File: config.mk
export PLATFORM = sky130hd
export DESIGN_NAME = intc_sched_flat
export DESIGN_NICKNAME = d
export VERILOG_FILES = /design/src/rtl/intc_sched_if.sv /design/src/rtl/intc_sched.sv /design/src/flat_wrapper.sv
export SDC_FILE = /design/constraint.sdc
export NUM_CORES = 1
export LEC_CHECK = 0
export CAP_MARGIN = 20
export CORE_MARGIN = 1.5
export CORE_UTILIZATION = 53
export DETAILED_ROUTE_END_ITERATION = 6
export DONT_BUFFER_PORTS = 1
export GPL_TIMING_DRIVEN = 0
export PLACE_DENSITY = 0.67
export SETUP_SLACK_MARGIN = 0.4
export SLEW_MARGIN = 20
export SYNTH_ARGS = -nofsm -noshare
export SYNTH_HDL_FRONTEND = slang
export SYNTH_SLANG_ARGS = --single-unit
File: constraint.sdc
create_clock -name sysclk -period 1.5 [get_ports sysclk]
set_clock_uncertainty 0.2 [all_clocks]
set_input_delay 0.3 -clock sysclk [delete_from_list [all_inputs] [get_ports sysclk]]
set_output_delay 0.3 -clock sysclk [all_outputs]
set_load 0.005 [all_outputs]
File: src/rtl/intc_sched_if.sv
// PicoBlaze-side interrupt bus: sources, I/O write port, ack handshake and status.
// master drives the CPU/source side, slave is the interrupt scheduler.
interface intc_sched_if;
  logic [3:0] irq_src;
  logic       write_strobe;
  logic [7:0] port_id;
  logic [7:0] io_data_in;
  logic       interrupt_ack;
  logic       interrupt;
  logic [7:0] irq_status;

  modport master (
    output irq_src, write_strobe, port_id, io_data_in, interrupt_ack,
    input  interrupt, irq_status
  );

  modport slave (
    input  irq_src, write_strobe, port_id, io_data_in, interrupt_ack,
    output interrupt, irq_status
  );
endinterface

File: src/rtl/intc_sched.sv
// Four-source rising-edge interrupt scheduler for PicoBlaze with mask, EOI and sticky overflow.
// Optional feature macro INTC_TIMER_EN: source 3 comes from an internal TICK_DIV-cycle tick.
module intc_sched #(
  parameter logic [7:0]  PA_IRQ_MASK = 8'h08,
  parameter logic [7:0]  PA_IRQ_EOI  = 8'h18,
  parameter logic [31:0] TICK_DIV    = 32'd100000
) (
  input logic        sysclk,
  input logic        sysreset,
  intc_sched_if.slave bus
);

  typedef enum logic [1:0] {IDLE, REQ, SERV} state_t;

  state_t     state_reg;
  logic [3:0] src_eff;
  logic [3:0] src_q_reg;
  logic [3:0] rise;
  logic [3:0] pending_reg;
  logic [3:0] pending_next;
  logic [3:0] mask_reg;
  logic [3:0] avail;
  logic [3:0] clr;
  logic [1:0] vec_reg;
  logic [1:0] vec_next;
  logic       armed_reg;
  logic       ovf_reg;
  logic       ovf_next;
  logic       int_reg;
  logic       mask_wr;
  logic       eoi;
  logic       unused_bits;

  // A tick period below 2 would hold the tick high permanently and never re-trigger.
  if (TICK_DIV < 32'd2) begin : g_tick_div_check
    $error("intc_sched: TICK_DIV must be at least 2");
  end

`ifdef INTC_TIMER_EN
  logic [31:0] tick_cnt_reg;
  logic        tick_reg;

  always_ff @(posedge sysclk or negedge sysreset) begin
    if (!sysreset) begin
      tick_cnt_reg <= 32'd0;
      tick_reg     <= 1'b0;
    end else if (tick_cnt_reg == TICK_DIV - 32'd1) begin
      tick_cnt_reg <= 32'd0;
      tick_reg     <= 1'b1;
    end else begin
      tick_cnt_reg <= tick_cnt_reg + 32'd1;
      tick_reg     <= 1'b0;
    end
  end

  assign src_eff     = {tick_reg, bus.irq_src[2:0]};
  assign unused_bits = &{1'b0, bus.io_data_in[7:4], bus.irq_src[3]};
`else
  assign src_eff     = bus.irq_src;
  assign unused_bits = &{1'b0, bus.io_data_in[7:4]};
`endif

  assign mask_wr = bus.write_strobe && (bus.port_id == PA_IRQ_MASK);
  assign eoi     = (state_reg == SERV) && bus.write_strobe && (bus.port_id == PA_IRQ_EOI);

  // armed_reg suppresses edge detection on the first cycle after reset release,
  // so a source already held high is not mistaken for a new rising edge.
  assign rise  = armed_reg ? (src_eff & ~src_q_reg) : 4'b0000;
  assign avail = pending_reg & ~mask_reg;

  // A new rise on the serviced source wins over its EOI clear.
  for (genvar gi = 0; gi < 4; gi++) begin : g_pend
    assign clr[gi]          = eoi && (vec_reg == 2'(gi));
    assign pending_next[gi] = rise[gi] | (pending_reg[gi] & ~clr[gi]);
  end

  assign ovf_next = eoi ? 1'b0 : (ovf_reg | (|(rise & pending_reg)));

  always_comb begin
    vec_next = 2'd0;
    for (int i = 3; i >= 0; i--) begin
      if (avail[i]) vec_next = 2'(i);
    end
  end

  always_ff @(posedge sysclk or negedge sysreset) begin
    if (!sysreset) begin
      src_q_reg   <= 4'b0000;
      armed_reg   <= 1'b0;
      pending_reg <= 4'b0000;
      mask_reg    <= 4'b0000;
      ovf_reg     <= 1'b0;
    end else begin
      src_q_reg   <= src_eff;
      armed_reg   <= 1'b1;
      pending_reg <= pending_next;
      ovf_reg     <= ovf_next;
      if (mask_wr) mask_reg <= bus.io_data_in[3:0];
    end
  end

  always_ff @(posedge sysclk or negedge sysreset) begin
    if (!sysreset) begin
      state_reg <= IDLE;
      vec_reg   <= 2'd0;
      int_reg   <= 1'b0;
    end else begin
      case (state_reg)
        IDLE: begin
          if (|avail) begin
            vec_reg   <= vec_next;
            int_reg   <= 1'b1;
            state_reg <= REQ;
          end
        end
        REQ: begin
          if (bus.interrupt_ack) begin
            int_reg   <= 1'b0;
            state_reg <= SERV;
          end
        end
        SERV: begin
          if (eoi) begin
            vec_reg   <= 2'd0;
            state_reg <= IDLE;
          end
        end
        default: begin
          int_reg   <= 1'b0;
          state_reg <= IDLE;
        end
      endcase
    end
  end

  assign bus.interrupt  = int_reg;
  assign bus.irq_status = {(state_reg != IDLE), vec_reg, ovf_reg, pending_reg};

endmodule

File: src/flat_wrapper.sv
// flat-port wrapper written by rule: the top's interface ports become plain ports
module intc_sched_flat 
#(
  parameter logic [7:0]  PA_IRQ_MASK = 8'h08,
  parameter logic [7:0]  PA_IRQ_EOI  = 8'h18,
  parameter logic [31:0] TICK_DIV    = 32'd100000
)
  (sysclk, sysreset, bus_irq_src, bus_write_strobe, bus_port_id, bus_io_data_in, bus_interrupt_ack, bus_interrupt, bus_irq_status);
  intc_sched_if bus_i ();
  input logic sysclk;
  input logic sysreset;
  input wire logic [$bits(bus_i.irq_src)-1:0] bus_irq_src;
  input wire logic [$bits(bus_i.write_strobe)-1:0] bus_write_strobe;
  input wire logic [$bits(bus_i.port_id)-1:0] bus_port_id;
  input wire logic [$bits(bus_i.io_data_in)-1:0] bus_io_data_in;
  input wire logic [$bits(bus_i.interrupt_ack)-1:0] bus_interrupt_ack;
  output wire logic [$bits(bus_i.interrupt)-1:0] bus_interrupt;
  output wire logic [$bits(bus_i.irq_status)-1:0] bus_irq_status;
  assign bus_i.irq_src = bus_irq_src;
  assign bus_i.write_strobe = bus_write_strobe;
  assign bus_i.port_id = bus_port_id;
  assign bus_i.io_data_in = bus_io_data_in;
  assign bus_i.interrupt_ack = bus_interrupt_ack;
  assign bus_interrupt = bus_i.interrupt;
  assign bus_irq_status = bus_i.irq_status;
  intc_sched #(.PA_IRQ_MASK(PA_IRQ_MASK), .PA_IRQ_EOI(PA_IRQ_EOI), .TICK_DIV(TICK_DIV)) u_core (.sysclk(sysclk), .sysreset(sysreset), .bus(bus_i));
endmodule
==> impl_metrics.csv <==
group,metric,value,unit
pwr,p_int,0.923,mW
logic_synthesis,synth_top_family_by_area,"simple AND/OR/NAND/NOR gates",
logic_synthesis,synth_area_leader_cell,"dfrtp_1",
pwr,clkPwrFrac,20.7,%
floorplan,rows,14,
logic_synthesis,synthAdderAreaFrac,0,%
clock_tree,cts_sinks,19,
placed_design,place_inst,92,
clock_tree,cts_hold_buf,10,
routing,vias,663,
floorplan,die-area,0.00196,mm²
sta,fin_ws,-0.204,ns
floorplan,coreArea,0.00154,mm²
sta,timing.slew.headroom,42.0,%
routing,drtIter0Drc,6,
routing,wirelength,1970,µm
global_routing,overflow,0,
logic_synthesis,synth.avg_cell_area,11.9,µm²
pwr,p_sw,0.384,mW
setup_path,crit_slowest_cell,"dfrtp_1",
floorplan,io_pins,33,
setup_path,slowest_delay,0.41,ns
routing,antenna_left,0,
hold_path,hp-class,"input port to asynchronous set/reset pin",
placed_design,io_buffers,0,
routing,drc,0,
clock_tree,cts_buffers,3,
setup_path,worstSetupStartpointType,"register",
floorplan,start_util,58.5,%
pwr,comb_power_share,32.1,%
logic_synthesis,syn_inst,76,
logic_synthesis,ys.warnings.count,0,
setup_path,critPathKind,"register to register",
floorplan,fp.dieH,44.3,µm
global_routing,antenna_found_initial,0,
clock_tree,cts_tree,"done",
sta,finalSetupViolations,10,
routing,via_per_inst,5.82,
layout,area_growth,32.2,%
clock_tree,htreeDepth,1,
logic_synthesis,synth_xor_area_share,0,%
sta,slew_viol_final,0,
logic_synthesis,ys_ff_latch,19,
logic_synthesis,netlist.area_leader.share,52.7,%
sta,rsz0062_at_grt,"yes",
pwr,p_seq_share,47.2,%
pwr,peakVddDrop,0.000903,V
global_routing,grt_pass1_wl,2860,µm
setup_path,critPathBufInv,2,
sta,fin_hold_ws,-0.115,ns
sta,fin_tns_setup,-1.35,ns
logic_synthesis,synth.net_count,100,
logic_synthesis,synth_compound_area_share,12.1,%
layout,postLayoutCellArea,0.00119,mm²
logic_synthesis,synth_cell_types,31,
setup_path,cp_cell_sequence,"or2_1 -> buf_6 -> nor3b_4 -> buf_4 -> nor2b_4 -> o32a_1",
clock_tree,clk_latency,0.30,ns
sta,fin_crit,1.70,ns
pwr,totalPowerFinal,1.31,mW
flow_run,maxCapViolations,0,
setup_path,critPathRequiredTime,1.55,ns
global_routing,grt_pass1_vias,628,
clock_tree,clk_pin_slew_worst_paths,0.11,ns
routing,drt_pass1_iterations,4,
setup_path,worstPathArrival,1.76,ns
placed_design,dp_hpwl,1310,µm
logic_synthesis,synthSimpleGateAreaFrac,24.8,%
floorplan,die_w,44.3,µm
placed_design,dp_slack,-0.190,ns
clock_tree,root_buffer,"clkbuf_4",
setup_path,crit_family,"simple AND/OR/NAND/NOR gates",
pwr,p_per_area,1100,mW/mm²
layout,layout-drive-gt1-share,32.7,%
sta,final.period_utilization,114,%
layout,layout_common_cells,"18 x dfrtp_1, 9 x dlygate4sd3_1, 6 x buf_4, 5 x mux2_4",
routing,wl_per_cell,17.3,µm
outcome,status,"complete, but fails checks",
layout,instances_no_fill,114,
global_routing,grt_usage,20.9,%
outcome,violations,"negative hold slack, negative setup slack",
logic_synthesis,synth_mux_area_share,6.24,%
layout,final_util,77.4,%
layout,nets,123,
layout,antenna_cells,0,
setup_path,endpoint_kind,"register",
logic_synthesis,synth_seq_area_share,52.7,%
setup_path,path_max_fanout,5,
placed_design,dpl_cell_area,960,µm²
placed_design,place.gp.congestion,0.703,
sta,worst_slew_pin_slew,0.868,ns
pwr,power.leakage,0.508,nW
layout,final_common_cell,"dfrtp_1",
logic_synthesis,syn-cell-area,902,µm²
global_routing,grt_max_degree,20,
clock_tree,cts_buffer_depth,2,
sta,max_freq,587,MHz
sta,hold_viol,19,
pwr,switching_share,29.4,%
logic_synthesis,synth.area.top_cells,"dfrtp_1 53%, mux2_2 6.2%, nor4b_2 3.3%",
-- worst paths after layout --
| check | end | start | slack [ns] | depth (start not counted) |
|---|---|---|---|---|
| setup reg to reg | u_core.vec_reg[1] | u_core.state_reg[0] | -0.20 | 6 |
| min in group sysclk | u_core.mask_reg[1] | bus_port_id[4] | 0.04 | 2 |
| max in group asynchronous | u_core.pending_reg[2] | sysreset | 0.63 | 1 |
| hold / removal | u_core.src_q_reg[2] | sysreset | -0.11 | 1 |
| setup / recovery | u_core.vec_reg[1] | u_core.state_reg[0] | -0.20 | 6 |
| hold reg to reg | u_core.mask_reg[3] | u_core.mask_reg[3] | 0.33 | 1 |
-- power by group through the flow --
stage	Sequential [mW]	Combinational, mW	Clock, mW
global placement	0.644	0.226	0
detailed placement	0.648	0.238	0
CTS	0.615	0.371	0.275
floorplan	0.628	0.207	0
finish	0.617	0.420	0.271
global route	0.625	0.457	0.293
-- per-layer routing --
| layer | GRT usage, % | part of all wire [%] | up-vias |
|---|---|---|---|
| met3 | 4.08 | 5.0 | 5 |
| met1 | 27.7 | 43 | 321 |
| met5 | 0 | 0 | - |
| met4 | 9.09 | 1.8 | 0 |
| li1 | - | - | 318 |
| met2 | 33.2 | 50 | 19 |
-- kinds of logic (layout without fill, tap and decap cells) --
kind of cell    count (synthesis)  in the layout
simple gates                   30             30
flops                          19             19
compound gates                 15             15
buf+inv                         6             28
mux                             5              5
other cells                     1              1
-- cell type report --
type | count | area, µm²
Clock buffer | 3 | 22.5
Timing Repair Buffer | 18 | 170
Fill cell | 108 | 349
Multi-Input combinational cell | 51 | 458
Sequential cell | 19 | 477
Inverter | 4 | 15.0
Clock inverter | 1 | 7.51
Tap cell | 16 | 20.0
Buffer | 2 | 22.5
-- cells in the mapped netlist (all sizes together) --
cell type / n
o31ai: 4
a21boi: 1
o32a: 1
dfrtp: 19
and2: 2
a211o: 1
nor3b: 2
nand3b: 3
a211oi: 1
mux2: 5
and3b: 1
a31oi: 1
or2: 2
buf: 2
and2b: 1
nand2b: 3
nor4b: 2
a21oi: 4
nand2: 4
nand4: 2
nand4b: 3
nor2b: 4
o21bai: 1
a22oi: 1
inv: 4
nor2: 1
conb: 1
-- repair_timing --
| action | 4_1_cts | 5_1_grt |
|---|---|---|
| buffers inserted | 4 | 4 |
| endpoints found under the setup margin | 23 | 42 |
| pin swaps | 5 | 8 |
| gates cloned | 0 | 0 |
| endpoints found under the hold margin | 31 | 19 |
| gates resized for setup | 2 | 11 |
-- worst reg2reg max path: stages (launching register included) --
cell	delay (ns)
dfrtp_1	0.41
or2_1	0.24
buf_6	0.14
nor3b_4	0.24
buf_4	0.17
nor2b_4	0.12
o32a_1	0.12
Power figures use the tool's default switching activity.
